$ cat src/rtl/axi_slave_mem.sv
// AXI4 responder in front of a simple SRAM: one outstanding write and one outstanding read,
// with independent write (W_IDLE/W_DATA/W_RESP) and read (R_IDLE/R_REQ/R_DATA) engines.
module axi_slave_mem #(
  parameter int AXI_DATA_WIDTH = 64,
  parameter int AXI_ADDR_WIDTH = 64,
  parameter int AXI_ID_WIDTH   = 4,
  parameter int AXI_USER_WIDTH = 1,
  parameter int MEM_ADDR_WIDTH = 16
) (
  input  logic                        clk,
  input  logic                        rst_n,
  input  logic [AXI_ID_WIDTH-1:0]     axi_aw_id_i,
  input  logic [AXI_ADDR_WIDTH-1:0]   axi_aw_addr_i,
  input  logic [7:0]                  axi_aw_len_i,
  input  logic [2:0]                  axi_aw_size_i,
  input  logic [1:0]                  axi_aw_burst_i,
  input  logic                        axi_aw_lock_i,
  input  logic [3:0]                  axi_aw_cache_i,
  input  logic [2:0]                  axi_aw_prot_i,
  input  logic [3:0]                  axi_aw_qos_i,
  input  logic [3:0]                  axi_aw_region_i,
  input  logic [AXI_USER_WIDTH-1:0]   axi_aw_user_i,
  input  logic                        axi_aw_valid_i,
  output logic                        axi_aw_ready_o,
  input  logic [AXI_DATA_WIDTH-1:0]   axi_w_data_i,
  input  logic [AXI_DATA_WIDTH/8-1:0] axi_w_strb_i,
  input  logic                        axi_w_last_i,
  input  logic [AXI_USER_WIDTH-1:0]   axi_w_user_i,
  input  logic                        axi_w_valid_i,
  output logic                        axi_w_ready_o,
  output logic [AXI_ID_WIDTH-1:0]     axi_b_id_o,
  output logic [1:0]                  axi_b_resp_o,
  output logic [AXI_USER_WIDTH-1:0]   axi_b_user_o,
  output logic                        axi_b_valid_o,
  input  logic                        axi_b_ready_i,
  input  logic [AXI_ID_WIDTH-1:0]     axi_ar_id_i,
  input  logic [AXI_ADDR_WIDTH-1:0]   axi_ar_addr_i,
  input  logic [7:0]                  axi_ar_len_i,
  input  logic [2:0]                  axi_ar_size_i,
  input  logic [1:0]                  axi_ar_burst_i,
  input  logic                        axi_ar_lock_i,
  input  logic [3:0]                  axi_ar_cache_i,
  input  logic [2:0]                  axi_ar_prot_i,
  input  logic [3:0]                  axi_ar_qos_i,
  input  logic [3:0]                  axi_ar_region_i,
  input  logic [AXI_USER_WIDTH-1:0]   axi_ar_user_i,
  input  logic                        axi_ar_valid_i,
  output logic                        axi_ar_ready_o,
  output logic [AXI_ID_WIDTH-1:0]     axi_r_id_o,
  output logic [AXI_DATA_WIDTH-1:0]   axi_r_data_o,
  output logic [1:0]                  axi_r_resp_o,
  output logic                        axi_r_last_o,
  output logic [AXI_USER_WIDTH-1:0]   axi_r_user_o,
  output logic                        axi_r_valid_o,
  input  logic                        axi_r_ready_i,
  output logic                        mem_wen_o,
  output logic [MEM_ADDR_WIDTH-1:0]   mem_waddr_o,
  output logic [AXI_DATA_WIDTH-1:0]   mem_wdata_o,
  output logic [AXI_DATA_WIDTH/8-1:0] mem_wmask_o,
  output logic                        mem_ren_o,
  output logic [MEM_ADDR_WIDTH-1:0]   mem_raddr_o,
  input  logic [AXI_DATA_WIDTH-1:0]   mem_rdata_i
);

  localparam int BYTES = AXI_DATA_WIDTH / 8;
  localparam int OFFS  = $clog2(BYTES);

  typedef enum logic [1:0] {W_IDLE, W_DATA, W_RESP} w_state_t;
  typedef enum logic [1:0] {R_IDLE, R_REQ, R_DATA} r_state_t;

  function automatic logic [AXI_ADDR_WIDTH-1:0] next_addr(input logic [AXI_ADDR_WIDTH-1:0] addr,
                                                          input logic [2:0] size,
                                                          input logic [1:0] burst);
    return (burst == 2'b00) ? addr : addr + (AXI_ADDR_WIDTH'(1) << size);
  endfunction

  // WRAP and reserved bursts run as INCR but are flagged, as are beats wider than the bus
  function automatic logic bad_xfer(input logic [2:0] size, input logic [1:0] burst);
    return burst[1] || ((int'(1) << size) > BYTES);
  endfunction

  // ---------------- write path ----------------
  w_state_t                    w_state, w_state_nxt;
  logic [AXI_ID_WIDTH-1:0]     w_id;
  logic [AXI_ADDR_WIDTH-1:0]   w_addr;
  logic [7:0]                  w_len, w_beat;
  logic [2:0]                  w_size;
  logic [1:0]                  w_burst;
  logic                        w_len_err;
  logic                        aw_hs, w_hs;

  assign aw_hs = axi_aw_valid_i && axi_aw_ready_o;
  assign w_hs  = axi_w_valid_i && axi_w_ready_o;

  always_comb begin
    w_state_nxt    = w_state;
    axi_aw_ready_o = 1'b0;
    axi_w_ready_o  = 1'b0;
    axi_b_valid_o  = 1'b0;
    mem_wen_o      = 1'b0;
    case (w_state)
      W_IDLE: begin
        axi_aw_ready_o = rst_n;
        if (aw_hs) w_state_nxt = W_DATA;
      end
      W_DATA: begin
        axi_w_ready_o = 1'b1;
        mem_wen_o     = axi_w_valid_i;
        if (w_hs && axi_w_last_i) w_state_nxt = W_RESP;
      end
      W_RESP: begin
        axi_b_valid_o = 1'b1;
        if (axi_b_ready_i) w_state_nxt = W_IDLE;
      end
      default: w_state_nxt = W_IDLE;
    endcase
  end

  always_ff @(posedge clk or negedge rst_n) begin
    if (!rst_n) begin
      w_state   <= W_IDLE;
      w_id      <= '0;
      w_addr    <= '0;
      w_len     <= '0;
      w_beat    <= '0;
      w_size    <= '0;
      w_burst   <= '0;
      w_len_err <= 1'b0;
    end else begin
      w_state <= w_state_nxt;
      if (aw_hs) begin
        w_id      <= axi_aw_id_i;
        w_addr    <= axi_aw_addr_i;
        w_len     <= axi_aw_len_i;
        w_size    <= axi_aw_size_i;
        w_burst   <= axi_aw_burst_i;
        w_beat    <= '0;
        w_len_err <= 1'b0;
      end
      if (w_hs) begin
        w_addr <= next_addr(w_addr, w_size, w_burst);
        w_beat <= w_beat + 8'd1;
        // sticky: early last, or beat len passing without last
        if ((axi_w_last_i && w_beat != w_len) || (!axi_w_last_i && w_beat == w_len))
          w_len_err <= 1'b1;
      end
    end
  end

  assign mem_waddr_o  = w_addr[OFFS +: MEM_ADDR_WIDTH];
  assign mem_wdata_o  = axi_w_data_i;
  assign mem_wmask_o  = axi_w_strb_i;
  assign axi_b_id_o   = w_id;
  assign axi_b_resp_o = (bad_xfer(w_size, w_burst) || w_len_err) ? 2'b10 : 2'b00;
  assign axi_b_user_o = '0;

  // ---------------- read path ----------------
  r_state_t                    r_state, r_state_nxt;
  logic [AXI_ID_WIDTH-1:0]     r_id;
  logic [AXI_ADDR_WIDTH-1:0]   r_addr;
  logic [7:0]                  r_len, r_beat;
  logic [2:0]                  r_size;
  logic [1:0]                  r_burst;
  logic [AXI_DATA_WIDTH-1:0]   r_data_q;
  logic                        r_fresh;
  logic                        ar_hs, r_hs, r_is_last;

  assign ar_hs     = axi_ar_valid_i && axi_ar_ready_o;
  assign r_hs      = axi_r_valid_o && axi_r_ready_i;
  assign r_is_last = (r_beat == r_len);

  always_comb begin
    r_state_nxt    = r_state;
    axi_ar_ready_o = 1'b0;
    axi_r_valid_o  = 1'b0;
    mem_ren_o      = 1'b0;
    case (r_state)
      R_IDLE: begin
        axi_ar_ready_o = rst_n;
        if (ar_hs) r_state_nxt = R_REQ;
      end
      R_REQ: begin
        mem_ren_o   = 1'b1;
        r_state_nxt = R_DATA;
      end
      R_DATA: begin
        axi_r_valid_o = 1'b1;
        if (axi_r_ready_i) r_state_nxt = r_is_last ? R_IDLE : R_REQ;
      end
      default: r_state_nxt = R_IDLE;
    endcase
  end

  always_ff @(posedge clk or negedge rst_n) begin
    if (!rst_n) begin
      r_state  <= R_IDLE;
      r_id     <= '0;
      r_addr   <= '0;
      r_len    <= '0;
      r_beat   <= '0;
      r_size   <= '0;
      r_burst  <= '0;
      r_data_q <= '0;
      r_fresh  <= 1'b0;
    end else begin
      r_state <= r_state_nxt;
      r_fresh <= (r_state == R_REQ);
      if (r_fresh) r_data_q <= mem_rdata_i;
      if (ar_hs) begin
        r_id    <= axi_ar_id_i;
        r_addr  <= axi_ar_addr_i;
        r_len   <= axi_ar_len_i;
        r_size  <= axi_ar_size_i;
        r_burst <= axi_ar_burst_i;
        r_beat  <= '0;
      end
      if (r_hs && !r_is_last) begin
        r_addr <= next_addr(r_addr, r_size, r_burst);
        r_beat <= r_beat + 8'd1;
      end
    end
  end

  // memory data is only guaranteed in the cycle after the request; bypass it then, hold after
  assign axi_r_data_o = r_fresh ? mem_rdata_i : r_data_q;
  assign mem_raddr_o  = r_addr[OFFS +: MEM_ADDR_WIDTH];
  assign axi_r_id_o   = r_id;
  assign axi_r_resp_o = bad_xfer(r_size, r_burst) ? 2'b10 : 2'b00;
  assign axi_r_last_o = (r_state == R_DATA) && r_is_last;
  assign axi_r_user_o = '0;

  logic unused;
  assign unused = ^{axi_aw_lock_i, axi_aw_cache_i, axi_aw_prot_i, axi_aw_qos_i, axi_aw_region_i,
                    axi_aw_user_i, axi_w_user_i, axi_ar_lock_i, axi_ar_cache_i, axi_ar_prot_i,
                    axi_ar_qos_i, axi_ar_region_i, axi_ar_user_i, w_addr, r_addr};

endmodule

$ cat config.mk
export PLATFORM = sky130hd
export DESIGN_NAME = axi_slave_mem
export DESIGN_NICKNAME = d
export VERILOG_FILES = /design/src/rtl/axi_slave_mem.sv
export SDC_FILE = /design/constraint.sdc
export NUM_CORES = 1
export LEC_CHECK = 0
export BUFFER_PORTS_ARGS = -buffer_cell sky130_fd_sc_hd__buf_2
export CAP_MARGIN = 10
export CORE_AREA = 2 2 209 211
export CTS_CLUSTER_SIZE = 30
export DETAILED_ROUTE_END_ITERATION = 8
export DIE_AREA = 0 0 211 213
export GPL_TIMING_DRIVEN = 1
export PLACE_DENSITY = 0.43
export SKIP_CTS_REPAIR_TIMING = 1
export SLEW_MARGIN = 0
export SYNTH_ARGS = -nofsm -noshare
export SYNTH_HDL_FRONTEND = slang
export SYNTH_SLANG_ARGS = --single-unit
$ cat constraint.sdc
create_clock -name clk -period 8.1 [get_ports clk]
set_clock_uncertainty 0.15 [all_clocks]
set_input_delay 2.025 -clock clk [delete_from_list [all_inputs] [get_ports clk]]
set_output_delay 2.025 -clock clk [all_outputs]
set_load 0.01 [all_outputs]
==> run_results.csv, run 1 <==
group,metric,value,unit
power,leakage,4.90,nW
routing,drc,0,
cts,cts_tree,"built",
yosys,synth_warnings,0,
sta,max_slew.worst_pin.slew,1.15,ns
layout,final_common_cell,"buf_2",
layout,finalNetCount,1412,
power,ir_worst_vdd,0.000171,V
yosys,synth-seq-cells,158,
yosys,netlist_instances,920,
routing,viasPerCell,4.27,
cts,cts_htree_levels,4,
routing,vias,6887,
power,p_comb_share,44.9,%
run_status,outcome,"finished clean",
routing,drt_iter0_markers,337,
power,p_sw_share,40.4,%
sta,finalSetupTns,0,ns
cts,cts.sinks,158,
worst_setup_path,crit_buf_inv,2,
cts,worstSkewPairLatency,0.47,ns
global_routing,grt_pass1_wl,38600,um
yosys,synth-edff-count,0,
placement,dp_hpwl,18200,um
power,powerDensity,391,nW/um2
layout,diodes,0,
worst_setup_path,arrival,3.20,ns
cts,cts-root-buf,"clkbuf_16",
power,clkPwrFrac,20.4,%
yosys,synth_seq_area_share,44.6,%
die,die_area,44900,um2
die,die_w,211,um
worst_setup_path,critPathTopFamily,"buffers and inverters",
worst_setup_path,crit_type,"input pin to primary output",
run,cap_violations,0,
cts,clk_pin_slew,0.06,ns
die,die_h,213,um
global_routing,grt_max_degree,65,
yosys,synth_area_leaders,"dfrtp_1 (45%), buf_4 (9.3%), mux2_2 (8.1%), nand2_1 (6.6%), nor2_1 (2.1%)",
sta,rsz0062_at_grt,"no",
yosys,synthDistinctLibCells,76,
sta,max_slew_margin,23.2,%
routing,wl,25100,um
cts,numCtsBuffers,17,
layout,fill_cells,4651,
yosys,synth_top_area_share,44.6,%
yosys,synth.avg_cell_area,9.64,um2
sta,drv_slew,0,
yosys,synth_largest_area_cell,"dfrtp_1",
sta,min_period,5.37,ns
global_routing,antenna_found_initial,0,
power,p_seq_share,34.6,%
routing,dr.pass1.iters,4,
worst_setup_path,critPathRequiredTime,5.93,ns
placement,port_buffers,257,
sta,fmax,0.186,GHz
cts,cts_buffer_depth,2,
die,ioPinCount,531,
routing,final_antenna_net_count,0,
layout,final_cell_mix,"buf_2 (256), nand2_1 (157), dfrtp_1 (157)",
worst_setup_path,critPathMaxStageDelay,0.56,ns
yosys,ys.flop_type,"dfrtp_1",
worst_setup_path,cp_max_fo,45,
global_routing,overflow,0,
layout,area_growth,18.2,%
sta,setup_viol,0,
routing,avgRoutedWirePerCell,15.6,um
worst_setup_path,reg2reg_setup_slack,4.90,ns
die,start_util,20.8,%
worst_setup_path,crit_slowest_cell,"nor3b_1",
die,fp-row-count,76,
global_routing,grtUsageTotal,11.3,%
yosys,syn-cell-area,8870,um2
global_routing,grt_pass1_vias,6828,
power,power_switching,1.65,mW
power,power.total,4.10,mW
die,coreArea,42700,um2
power,p_int,2.44,mW
worst_setup_path,setup.worst_path.end_class,"primary output",
sta,period_share,66.3,%
placement,place_congestion,0.751,
yosys,synthArstFlopShare,100,%
hold_path,hold_path.class,"register to register",
sta,hold_viol,0,
layout,drive_gt1_share,35.2,%
worst_setup_path,path_cells,"buf_6 -> nor3b_1 -> buf_2",
worst_setup_path,worst_setup_path_start_kind,"input pin",
[stage by stage]
stage	hold slack [ns]	instances	utilization, %	setup WS, ns	area [um2]
after detailed placement	0.305	1582	23.2	2.67	9900
after CTS	0.322	1613	24.6	2.67	10500
after global placement	0.307	1582	23.2	2.69	9900
final	0.319	1613	24.6	2.73	10500
after floorplan	0.287	923	-	3.40	8880
after global routing	0.338	1613	24.6	2.57	10500
[cell type report]
cell class / count / area (um2) / share of cell area [%]
Timing Repair Buffer: 266 / 1360 / 13.0
Multi-Input combinational cell: 592 / 3830 / 36.5
Clock inverter: 10 / 140 / 1.34
Clock buffer: 21 / 440 / 4.20
Sequential cell: 158 / 3960 / 37.7
Inverter: 20 / 75.1 / 0.716
Tap cell: 546 / 683 / 6.52
[final timing paths]
check,startpoint,endpoint,depth (start not counted)
worst max-delay path,rst_n,axi_ar_ready_o,3
worst min-delay path,axi_b_id_o[2],axi_b_id_o[2],2
worst max register to register,r_size[0],r_addr[12],8
worst min register to register,axi_b_id_o[2],axi_b_id_o[2],2
max in group asynchronous,rst_n,r_fresh,2
min in group asynchronous,rst_n,w_addr[3],1
[flip-flops by register name, indices dropped and copies added, names as in the netlist]
name	cells
axi_b_id_o	4
axi_r_id_o	4
r_state	2
w_beat	8
r_beat	8
r_burst	2
w_len_err	1
w_size	3
w_burst	2
w_state	2
r_addr	19
w_addr	19
r_data_q	64
r_fresh	1
r_size	3
w_len	8
r_len	8
[cell usage after synthesis (all sizes together) (3+ instances only)]
| cell | instances |
|---|---|
| dfrtp | 158 |
| nand2 | 157 |
| buf | 130 |
| mux2 | 64 |
| nor2 | 49 |
| a21oi | 35 |
| o21ai | 34 |
| nand3 | 26 |
| clkbuf | 23 |
| inv | 20 |
| and3 | 16 |
| nor3 | 16 |
| ha | 14 |
| xnor2 | 14 |
| xor2 | 13 |
| nand4 | 8 |
| nor3b | 8 |
| o211ai | 8 |
| a211oi | 7 |
| a21o | 7 |
| nor2b | 7 |
| o22ai | 7 |
| nand3b | 6 |
| a311oi | 5 |
| a31oi | 5 |
| nor4 | 5 |
| o31ai | 5 |
| or3 | 5 |
| a22oi | 4 |
| a2bb2oi | 4 |
| and3b | 4 |
| mux2i | 4 |
| and2 | 3 |
| and4b | 3 |
| nand2b | 3 |
| o21a | 3 |
| o22a | 3 |
| o2bb2ai | 3 |
| or2 | 3 |
[power groups by stage]
stage / clock (mW) / combinational, mW / sequential [mW]
final: 0.837 / 1.84 / 1.42
after global routing: 0.896 / 2.07 / 1.47
after CTS: 0.878 / 1.88 / 1.42
after detailed placement: 0 / 1.88 / 1.44
after global placement: 0 / 1.86 / 1.43
after floorplan: 0 / 1.45 / 1.33
[worst reg2reg max path: stages (launching register included)]
cell	delay, ns
dfrtp_1	0.55
or3b_2	0.52
fa_1	0.42
and2b_1	0.26
o221ai_2	0.15
a211oi_4	0.33
o21bai_2	0.19
or4_1	0.50
nand3_1	0.08
[cell families (layout without fill, tap and decap cells)]
logic type      count (synthesis)  after routing  synth area share [%]
buf+inv                       173            317                  12.4
mux                            68             68                  8.58
compound gates                151            151                  11.9
fa+ha+maj                      16             16                  2.43
xor+xnor                       27             27                  2.67
other cells                     1              4                0.0423
simple gates                  326            326                  17.4
flops                         158            158                  44.6
[routing by layer]
layer	part of all wire, %	track usage, %	vias up
li1	-	-	3340
met1	45	13.7	3304
met2	46	17.7	221
met3	7.4	4.43	22
met4	1.8	4.78	0
met5	0	0	-
(Power assumes the default switching activity.)
==> run 2: changes to the inputs <==
Settings changed: CORE_AREA 2 2 209 211 to 2 2 206 208, DIE_AREA 0 0 211 213 to 0 0 208 210, PLACE_DENSITY 0.43 to 0.44.
Clock period 8.1 ns to 5.4 ns, I/O delays scaled along.
==> run 2 against run 1 <==
Against the previous run: first-iteration DRC count decreased by 24%; largest power group unchanged; count of clock-buffer cells in the layout decreased by 1; setup slack got worse by 1.3 ns; sequential share of layout area is 0.18 points lower; routed wire length rose by 2.2%.
==> run_results.csv, run 2 (synthesized netlist as in run 1, its figures left out) <==
group,metric,value,unit
run_status,outcome,"finished clean",
layout,top_register,"r_data_q",
cts,cts_tree,"built",
placement,place_area,9910,um2
cts,cts.sinks,158,
routing,avgRoutedWirePerCell,16.0,um
die,die_h,210,um
global_routing,grt_max_degree,73,
routing,wl,25600,um
sta,min_period,4.00,ns
worst_setup_path,crit_slowest_cell,"dfrtp_2",
placement,dpl_worst_slack,1.36,ns
placement,port_buffers,257,
power,p_seq_share,34.4,%
worst_setup_path,path_cells,"buf_4 -> mux2_2 -> buf_2",
layout,final_common_cell,"buf_2",
layout,largest_reg_flops,64,
routing,drt_iter0_markers,257,
cts,clk_pin_slew,0.07,ns
layout,fill_cells,4548,
die,coreArea,41500,um2
power,leakage,4.93,nW
die,ioPinCount,531,
routing,dr.pass1.iters,4,
power,p_comb_share,44.1,%
die,fp-row-count,75,
worst_setup_path,worst_setup_path_start_kind,"register",
worst_setup_path,critPathMaxStageDelay,0.90,ns
sta,max_slew_margin,22.3,%
placement,place_inst,1577,
worst_setup_path,setup.worst_path.end_class,"primary output",
worst_setup_path,crit_type,"register to primary output",
power,clkPwrFrac,21.5,%
power,p_sw_share,40.1,%
global_routing,overflow,0,
routing,final_antenna_net_count,0,
global_routing,antenna_found_initial,3,
routing,vias,6946,
die,die_w,208,um
layout,diodes,0,
placement,dp_hpwl,18600,um
sta,drv_slew,0,
power,ir_worst_vdd,0.000211,V
routing,viasPerCell,4.32,
placement,place_congestion,0.750,
sta,timing.final.ws_setup,1.40,ns
power,power_switching,2.52,mW
layout,finalNetCount,1414,
power,power.total,6.28,mW
layout,design_area,10500,um2
worst_setup_path,arrival,2.50,ns
sta,setup_viol,0,
sta,rsz0062_at_grt,"no",
die,die_area,43700,um2
routing,drc,0,
cts,worstSkewPairLatency,0.48,ns
power,p_int,3.76,mW
hold_path,hold_path.class,"register to register",
layout,final_cell_mix,"buf_2 (256), nand2_1 (157), dfrtp_1 (157)",
cts,numCtsBuffers,17,
layout,drive_gt1_share,35.3,%
run,cap_violations,0,
global_routing,grtUsageTotal,12.0,%
sta,max_slew.worst_pin.slew,1.17,ns
cts,cts-root-buf,"clkbuf_16",
sta,hold_viol,0,
global_routing,grt_pass1_vias,7026,
cts,cts_buffer_depth,2,
worst_setup_path,reg2reg_setup_slack,2.16,ns
global_routing,grt_pass1_wl,40600,um
layout,instances_no_fill,1607,
worst_setup_path,critPathRequiredTime,3.90,ns
power,powerDensity,596,nW/um2
sta,finalSetupTns,0,ns
cts,cts_htree_levels,4,
layout,area_growth,18.8,%
sta,fmax,0.250,GHz
sta,period_share,74.0,%
layout,top_regs,"r_data_q (64), r_addr (19), w_addr (19)",
die,start_util,21.4,%
worst_setup_path,cp_max_fo,34,
==> run 2: cell count changes in the layout (fill, tap and decap cells not counted), sizes merged <==
cell | previous run | this run
clkbuf | 21 | 20
clkinv | 3 | 2
inv | 21 | 20
buf | 266 | 268
bufinv | 3 | 5
==> run 2: per-layer routing <==
layer  global-route usage, %  up-vias  wire length, um
met5                       0        -               20
met4                    5.21        4              453
met3                    4.56       29             1860
met2                    18.4      228            11800
met1                    15.0     3338            11500
li1                        -     3347                -
==> run 2: path summary, 6_finish.rpt <==
check | from | end | depth (start not counted)
max | r_fresh | axi_r_data_o[41] | 3
min | r_burst[0] | r_burst[0] | 2
max reg2reg | r_size[0] | r_addr[12] | 8
min reg2reg | r_burst[0] | r_burst[0] | 2
max in group asynchronous | rst_n | r_data_q[13] | 2
min in group asynchronous | rst_n | w_size[0] | 1
==> run 2: layout make-up <==
| cell class | count | area [um2] | share of cell area [%] |
|---|---|---|---|
| flip-flops and latches | 158 | 3960 | 37.5 |
| multi-input cells | 592 | 3830 | 36.3 |
| repair buffers | 268 | 1380 | 13.1 |
| well taps | 539 | 674 | 6.40 |
| clock buffers | 20 | 437 | 4.15 |
| clock inverters | 10 | 190 | 1.81 |
| inverters | 20 | 75.1 | 0.713 |
==> run 2: per-stage QoR <==
step / util, % / hold WS, ns
after floorplan: - / 0.287
after global placement: 23.9 / 0.308
after detailed placement: 23.9 / 0.311
after CTS: 25.4 / 0.326
after global routing: 25.4 / 0.345
final: 25.4 / 0.324
==> run 2: worst max-delay path: cells and delay by family (launching register included) <==
kind,cells,cell delay (ns)
flip-flops,1,0.90
buffers and inverters,2,0.67
multiplexers,1,0.43
==> run 2: power by group through the flow <==
stage | Clock, mW | Combinational [mW] | Sequential [mW]
6_report | 1.35 | 2.77 | 2.16
5_1_grt | 1.44 | 3.09 | 2.26
4_1_cts | 1.41 | 2.83 | 2.17
3_5_place_dp | 0 | 2.81 | 2.19
3_3_place_gp | 0 | 2.79 | 2.17
2_1_floorplan | 0 | 2.18 | 1.99
==> run 3: changes to the inputs <==
Clock period 5.4 ns to 3.9 ns, I/O delays scaled along.
==> run 3 against run 2 <==
Against the previous run: sequential power rose by 36%; clock power up 27%; hold slack worse by 0.14 ns; largest power group unchanged.
==> run_results.csv, run 3 (synthesized netlist as in run 1, its figures left out) <==
group,metric,value,unit
sta,hold_viol,0,
hold_path,hold_path.class,"input pin to asynchronous set/reset pin",
layout,top_register,"r_data_q",
sta,max_slew.worst_pin.slew,0.867,ns
global_routing,grtUsageTotal,11.8,%
power,power.total,8.56,mW
worst_setup_path,critPathTopFamily,"simple AND/OR/NAND/NOR gates",
sta,timing.final.ws_setup,0.689,ns
placement,port_buffers,257,
routing,drt_iter0_markers,304,
routing,final_antenna_net_count,0,
global_routing,antenna_found_initial,3,
placement,dpl_worst_slack,0.687,ns
placement,dp_hpwl,18500,um
worst_setup_path,critPathRequiredTime,4.16,ns
worst_setup_path,crit_type,"register to register",
power,ir_worst_vdd,0.000341,V
layout,drive_gt1_share,35.8,%
placement,place_congestion,0.769,
sta,max_slew_margin,42.2,%
cts,cts-root-buf,"clkbuf_16",
routing,wl,25200,um
cts,cts_buffer_depth,2,
run,cap_violations,0,
sta,fmax,0.311,GHz
cts,cts_htree_levels,4,
run_status,outcome,"finished clean",
die,ioPinCount,531,
layout,final_common_cell,"buf_2",
layout,top_regs,"r_data_q (64), r_addr (19), w_addr (19)",
cts,clk_pin_slew,0.07,ns
worst_setup_path,cp_max_fo,11,
routing,drc,0,
routing,avgRoutedWirePerCell,15.6,um
die,die_w,208,um
cts,numCtsBuffers,17,
power,powerDensity,812,nW/um2
layout,finalNetCount,1420,
global_routing,grt_pass1_vias,7052,
layout,final_cell_mix,"buf_2 (256), nand2_1 (157), dfrtp_1 (157)",
sta,drv_slew,0,
die,fp-row-count,75,
worst_setup_path,crit_buf_inv,0,
sta,hold_ws,0.184,ns
worst_setup_path,worst_setup_path_start_kind,"register",
sta,rsz0062_at_grt,"no",
cts,cts_tree,"built",
worst_setup_path,setup.worst_path.end_class,"register",
worst_setup_path,critPathMaxStageDelay,0.55,ns
global_routing,grt_pass1_wl,39900,um
layout,largest_reg_flops,64,
layout,area_growth,19.0,%
global_routing,overflow,0,
die,coreArea,41500,um2
routing,viasPerCell,4.30,
worst_setup_path,arrival,3.47,ns
sta,finalSetupTns,0,ns
sta,period_share,82.3,%
power,leakage,4.95,nW
die,die_h,210,um
routing,vias,6946,
die,start_util,21.4,%
global_routing,grt_max_degree,66,
routing,dr.pass1.iters,4,
die,die_area,43700,um2
sta,setup_viol,0,
sta,min_period,3.21,ns
cts,cts.sinks,158,
worst_setup_path,crit_slowest_cell,"dfrtp_1",
worst_setup_path,path_cells,"or3b_2 -> fa_1 -> and2b_1 -> o221ai_2 -> a211oi_4 -> o21bai_2 -> or4_1 -> nand3_1",
cts,worstSkewPairLatency,0.47,ns
## run 3: per-layer routing
metal	vias up	share of wire [%]	global-route usage, %
met2	234	46	18.4
met4	4	1.7	4.45
met3	30	7.9	4.98
li1	3360	-	-
met5	-	0.12	0
met1	3318	45	14.5
## run 3: final cells by class
type                            instances  area [um2]
Fill cell                            4561       30900
Tap cell                              539         674
Inverter                               20        75.1
Clock buffer                           21         470
Clock inverter                          9         110
Antenna cell                            1        2.50
Multi-Input combinational cell        592        3830
Timing Repair Buffer                  274        1430
Sequential cell                       158        3960
## run 3: per-stage QoR
| stage | std cells | utilization (%) | area (um2) |
|---|---|---|---|
| 2_1_floorplan | 923 | - | 8880 |
| 3_3_place_gp | 1583 | 24.0 | 9960 |
| 3_5_place_dp | 1583 | 24.0 | 9960 |
| 4_1_cts | 1613 | 25.4 | 10500 |
| 5_1_grt | 1613 | 25.4 | 10500 |
| 6_report | 1614 | 25.4 | 10500 |
## run 3: path summary, 6_finish.rpt
| kind | start | cells past startpoint | slack [ns] | endpoint |
|---|---|---|---|---|
| setup / recovery | r_size[0] | 8 | 0.69 | r_addr[12] |
| min in group clk | axi_b_id_o[1] | 2 | 0.32 | axi_b_id_o[1] |
| max in group asynchronous | rst_n | 3 | 1.89 | r_data_q[25] |
| hold / removal | rst_n | 1 | 0.18 | axi_b_id_o[0] |
| hold reg to reg | axi_b_id_o[1] | 2 | 0.32 | axi_b_id_o[1] |
| setup reg to reg | r_size[0] | 8 | 0.69 | r_addr[12] |
## run 3: power breakdown
part	internal (mW)	total, mW	switching [mW]
Clock	0.984	1.72	0.731
Sequential	2.39	2.94	0.545
Combinational	1.72	3.91	2.19
Total	5.10	8.56	3.47
